### src/rtl/nios_system_mul_pipe.sv
// nios_system_mul_pipe
//   Two-stage pipelined DATA_W x DATA_W multiplier / multiply-accumulate.
//   The full 2*DATA_W product is built from four (HALF_W+1)-bit signed
//   partial products. Each operand is independently signed or unsigned.
//   A 2*DATA_W accumulator supports MAC. One half of the result is returned
//   per operation over a valid/ready stream, in order, with its tag.
//
// Ports
//   clk, reset          rising-edge clock, synchronous active-high reset
//   in_valid/in_ready   operation handshake
//   in_src1/in_src2     operands; in_src*_signed selects two's complement
//   in_op               00 MUL, 01 ACC_LOAD, 10 ACC_ADD, 11 behaves as MUL
//   in_hi               1 = upper DATA_W bits of the result, 0 = lower
//   in_tag              opaque tag, returned with the result
//   out_valid/out_ready result handshake
//   out_result/out_tag  selected result half and its tag
module nios_system_mul_pipe #(
  parameter int DATA_W = 32,
  parameter int TAG_W  = 4
) (
  input  logic              clk,
  input  logic              reset,
  input  logic              in_valid,
  output logic              in_ready,
  input  logic [DATA_W-1:0] in_src1,
  input  logic [DATA_W-1:0] in_src2,
  input  logic              in_src1_signed,
  input  logic              in_src2_signed,
  input  logic [1:0]        in_op,
  input  logic              in_hi,
  input  logic [TAG_W-1:0]  in_tag,
  output logic              out_valid,
  input  logic              out_ready,
  output logic [DATA_W-1:0] out_result,
  output logic [TAG_W-1:0]  out_tag
);

  localparam int HALF_W = DATA_W / 2;
  localparam int PP_W   = DATA_W + 2;   // (HALF_W+1) x (HALF_W+1) signed product
  localparam int P_W    = 2 * DATA_W;

  localparam logic [1:0] OP_MUL  = 2'b00;
  localparam logic [1:0] OP_LOAD = 2'b01;
  localparam logic [1:0] OP_ADD  = 2'b10;

  typedef struct packed {
    logic [1:0]       op;
    logic             hi;
    logic [TAG_W-1:0] tag;
    logic [PP_W-1:0]  p_ll;
    logic [PP_W-1:0]  p_lh;
    logic [PP_W-1:0]  p_hl;
    logic [PP_W-1:0]  p_hh;
  } s1_t;

  // vld_pipe[1] = S1 valid, vld_pipe[2] = S2 (output) valid
  logic [2:1]      vld_pipe;
  logic            s0_vld;
  logic            en;
  s1_t             s1_d, s1_q;
  logic [P_W-1:0]  acc;

  // One global advance: nothing moves while a result is held unconsumed.
  assign en        = !vld_pipe[2] || out_ready;
  assign in_ready  = en && !reset;
  assign s0_vld    = in_valid && in_ready;
  assign out_valid = vld_pipe[2];

  // ---------------- stage 1: halves and partial products ----------------
  // Low halves are always magnitudes; only the high half carries the sign,
  // so one extra bit per half makes every partial product a plain signed
  // multiply regardless of the operand signedness mix.
  logic signed [HALF_W:0] lo1, hi1, lo2, hi2;
  logic signed [PP_W-1:0] m_ll, m_lh, m_hl, m_hh;

  always_comb begin
    lo1  = $signed({1'b0, in_src1[HALF_W-1:0]});
    lo2  = $signed({1'b0, in_src2[HALF_W-1:0]});
    hi1  = $signed({in_src1_signed & in_src1[DATA_W-1], in_src1[DATA_W-1:HALF_W]});
    hi2  = $signed({in_src2_signed & in_src2[DATA_W-1], in_src2[DATA_W-1:HALF_W]});
    m_ll = lo1 * lo2;
    m_lh = lo1 * hi2;
    m_hl = hi1 * lo2;
    m_hh = hi1 * hi2;
    s1_d      = '0;
    s1_d.op   = in_op;
    s1_d.hi   = in_hi;
    s1_d.tag  = in_tag;
    s1_d.p_ll = m_ll;
    s1_d.p_lh = m_lh;
    s1_d.p_hl = m_hl;
    s1_d.p_hh = m_hh;
  end

  // ---------------- stage 2: recombine, accumulate, select ----------------
  logic [P_W-1:0]    e_ll, e_lh, e_hl, e_hh;
  logic [P_W-1:0]    prod, acc_sum, res;
  logic [DATA_W-1:0] res_half;

  always_comb begin
    e_ll     = {{(P_W-PP_W){s1_q.p_ll[PP_W-1]}}, s1_q.p_ll};
    e_lh     = {{(P_W-PP_W){s1_q.p_lh[PP_W-1]}}, s1_q.p_lh};
    e_hl     = {{(P_W-PP_W){s1_q.p_hl[PP_W-1]}}, s1_q.p_hl};
    e_hh     = {{(P_W-PP_W){s1_q.p_hh[PP_W-1]}}, s1_q.p_hh};
    // All terms wrap modulo 2^P_W, which is exactly the product width.
    prod     = (e_hh << DATA_W) + ((e_lh + e_hl) << HALF_W) + e_ll;
    acc_sum  = acc + prod;
    res      = (s1_q.op == OP_ADD) ? acc_sum : prod;
    res_half = s1_q.hi ? res[P_W-1:DATA_W] : res[DATA_W-1:0];
  end

  always_ff @(posedge clk) begin
    if (reset) begin
      vld_pipe   <= '0;
      s1_q       <= '0;
      acc        <= '0;
      out_result <= '0;
      out_tag    <= '0;
    end else if (en) begin
      vld_pipe[1] <= s0_vld;
      vld_pipe[2] <= vld_pipe[1];
      if (s0_vld) s1_q <= s1_d;
      // The accumulator only moves when a real op crosses into S2, so a
      // stalled op touches it exactly once and bubbles never do.
      if (vld_pipe[1]) begin
        out_result <= res_half;
        out_tag    <= s1_q.tag;
        case (s1_q.op)
          OP_LOAD: acc <= prod;
          OP_ADD:  acc <= acc_sum;
          OP_MUL:  acc <= acc;
          default: acc <= acc;
        endcase
      end
    end
  end

endmodule

### config.mk
export PLATFORM = sky130hd
export DESIGN_NAME = nios_system_mul_pipe
export DESIGN_NICKNAME = d
export VERILOG_FILES = /design/src/rtl/nios_system_mul_pipe.sv
export SDC_FILE = /design/constraint.sdc
export NUM_CORES = 2
export LEC_CHECK = 0
export CORE_UTILIZATION = 55
export DETAILED_ROUTE_END_ITERATION = 10
export GPL_TIMING_DRIVEN = 0
export PLACE_DENSITY = 0.72
export SLEW_MARGIN = 20
export SYNTH_ARGS = -nofsm -noshare
export SYNTH_HDL_FRONTEND = slang
export SYNTH_SLANG_ARGS = --single-unit
### constraint.sdc
create_clock -name clk -period 9.31 [get_ports clk]
set_input_delay 1.862 -clock clk [delete_from_list [all_inputs] [get_ports clk]]
set_output_delay 1.862 -clock clk [all_outputs]
set_load 0.01 [all_outputs]
==> impl_metrics.tcl <==
set metrics [dict create \
    run_status "complete, no violations" \
    synth_top_area_frac 0.352 \
    yosysMostFrequentCell "inv_1" \
    endpoint "e_hl[33]$_SDFFE_PP0P_" \
    cts_tree "built" \
    slew_headroom 0.230 \
    synth.area.top_cells "fa_1 (35%), ha_1 (12%), dfxtp_1 (8.8%)" \
    hold_slack_ns 0.455 \
    tightestPinTransition_ns 1.16 \
    r2r_end "out_result[28]$_SDFFE_PP0P_" \
    synth_ff_type "dfxtp_1" \
    grt_pass1_wl_um 295000 \
    drt.antenna.violating_nets 0 \
    critPathArrivalTime_ns 9.68 \
    timing.critical_path.buf_inv 7 \
    worst_r2r_path_depth 30 \
    gp_congestion 1.06 \
    synth_area_um2 55000 \
    ctsHoldBuffers 0 \
    io_pins 115 \
    final.min_clock_period_ns 9.24 \
    grt.overflow.total 0 \
    yosysSeqAreaShare 0.0877 \
    dp.cells 7802 \
    path_depth 26 \
    dpl_cell_area_um2 57700 \
    layout.nets 8134 \
    ys_warn_count 0 \
    synth_top_cell_by_area "fa_1" \
    dieArea_um2 101000 \
    setup_slack_ns 0.0749 \
    syn2layout_area_growth_pct 6.96 \
    crit_type "input port to flop" \
    io_buffers 112 \
    routedWlPerCell_um 25.3 \
    first_global_vias 46971 \
    clock-root-buffer "clkbuf_16" \
    finalMaxSlewViolations 0 \
    dp_slack_ns -1.15 \
    core_um2 98700 \
    drv_cap 0 \
    yosys.cell_types.count 113 \
    fin_cells 7851 \
    clkLatencyLatePin_ns 0.57 \
    grtUsageTotal 0.393 \
    drcViolationCount 0 \
    vias 46106 \
    cts.clk_slew.worst_paths_ns 0.06 \
    routed_wl_um 198000 \
    fmax_mhz 108 \
    synth_nets 7995 \
    r2r_slack_ns 0.87 \
    worst_setup_path_start_kind "input port" \
    end_kind "flop" \
    hpwl_um 168000 \
    grt_max_degree 17 \
    cpMaxStageDelayCell "clkdlybuf4s50_1" \
    first_pass_iters 6 \
    syn_avg_cell_area_um2 8.59 \
    hold_class "flop to flop" \
    final_layout_size_suffix_gt1_frac 0.0433 \
    stdcell_area_um2 58800 \
    viasPerCell 5.87 \
    die_w_um 318 \
    startpoint "in_src2[10]" \
    cts.sinks 241 \
    final-setup-viol-count 0 \
    critical_path_peak_fanout 10 \
    r2r-start "e_lh[0]$_SDFFE_PP0P_" \
    drtIter0Drc 3989 \
    die_y_um 318 \
    clock_path_buffers 3 \
    cts_made_buffers 25 \
    initial_core_util 0.557 \
    grt_antenna_before_repair 12 \
    hold_viol 0 \
    cp.required_ns 9.76 \
    synth-edff-count 0 \
    synth-seq-cells 241 \
    finalCritPeriodShare 0.992 \
    htreeDepth 1 \
    synth_common_cells "inv_1 (1124), fa_1 (967), nand2_1 (801), ha_1 (548), and2_1 (477)" \
    syn-instance-count 6403 \
    async_flop_share 0 \
    crit_family "adder cells" \
    slowest_delay_ns 0.98 \
    fin_skew_ns 0.0218 \
    row_count 115 \
    crit_top_cell "fa_1" \
]
## cells by family (layout without fill, tap and decap cells)
logic type / Yosys count / after routing / share of synthesized area
AO/OA/AOI/OAI: 960 / 960 / 0.115
XOR/XNOR: 245 / 245 / 0.0394
adder cells (fa/ha/maj): 1515 / 1515 / 0.476
buffers and inverters: 1448 / 1605 / 0.101
flip-flops: 241 / 241 / 0.0877
multiplexers: 49 / 49 / 0.00898
other: 0 / 4 / 0
AND/OR/NAND/NOR: 1945 / 1945 / 0.171
## how the worst min path moves through the flow
stage	startpoint	to	slack [ns]	depth (start not counted)
floorplan	e_hl[18]$_SDFFE_PP0P_	e_hl[18]$_SDFFE_PP0P_	0.43	2
global placement	e_hl[18]$_SDFFE_PP0P_	e_hl[18]$_SDFFE_PP0P_	0.44	2
detailed placement	out_result[8]$_SDFFE_PP0P_	out_result[8]$_SDFFE_PP0P_	0.45	2
CTS	s1_q[137]$_SDFFE_PP0P_	out_tag[1]$_SDFFE_PP0P_	0.45	2
global route	out_result[8]$_SDFFE_PP0P_	out_result[8]$_SDFFE_PP0P_	0.47	2
finish	out_result[8]$_SDFFE_PP0P_	out_result[8]$_SDFFE_PP0P_	0.45	2
## state kept, by name, summed over array words and instances (netlist names)
name        cells
s1_q            7
e_hl           34
vld_pipe        2
acc            64
out_tag         4
out_result     32
e_ll           32
e_lh           34
e_hh           32
## worst min-delay path, cell delays in order, from the launching register on
cell and delay [ns]:
dfxtp_1 0.31, nand2_1 0.05, a21oi_1 0.05
## per-layer routing
| layer | global-route usage | vias up | wire, µm |
|---|---|---|---|
| met5 | 0 | - | 57 |
| met4 | 0.249 | 10 | 15300 |
| met3 | 0.0773 | 547 | 19000 |
| met2 | 0.622 | 2241 | 87700 |
| met1 | 0.493 | 22833 | 76200 |
| li1 | - | 20475 | - |
## layout by cell type, fill, tap and decap left out, types with 114 or more instances in the layout
| master | netlist | layout |
|---|---|---|
| clkbuf_1 | 280 | 186 |
| a21o_1 | 114 | 114 |
| xnor2_1 | 155 | 150 |
| o21ai_0 | 203 | 202 |
| fa_1 | 967 | 967 |
| nor2_1 | 222 | 222 |
| and2_1 | 477 | 477 |
| dfxtp_1 | 241 | 241 |
| nand3_1 | 157 | 157 |
| ha_1 | 548 | 548 |
| inv_1 | 1124 | 1124 |
| a21oi_1 | 264 | 263 |
| nand2_1 | 801 | 801 |
## layout make-up
cell class              instances  area (µm²)
well taps                    1287        1610
inverters                    1125        4220
diodes                          4        10.0
repair buffers                112        1150
plain buffers                 323        1470
clock buffers                  32         692
multi-input cells            4714       44700
clock inverters                13         151
fillers                      9003       39900
flip-flops and latches        241        4820
## metrics by stage
| stage | setup TNS [ns] | utilization |
|---|---|---|
| floorplan | 0 | - |
| global placement | -12.32 | 0.585 |
| detailed placement | -13.29 | 0.585 |
| CTS | 0 | 0.594 |
| global route | -0.000277 | 0.596 |
| finish | 0 | 0.596 |
## repair_timing
| item | CTS | global route |
|---|---|---|
| setup buffers | 0 | 0 |
| hold endpoints to repair | 0 | 0 |
| setup endpoints to repair | 11 | 20 |
| gates resized for setup | 31 | 190 |
| pin swaps | 0 | 3 |
Power is left out: the tool's default activity adds up to more than one toggle a clock period on the data nets, which glitch-free logic cannot reach.
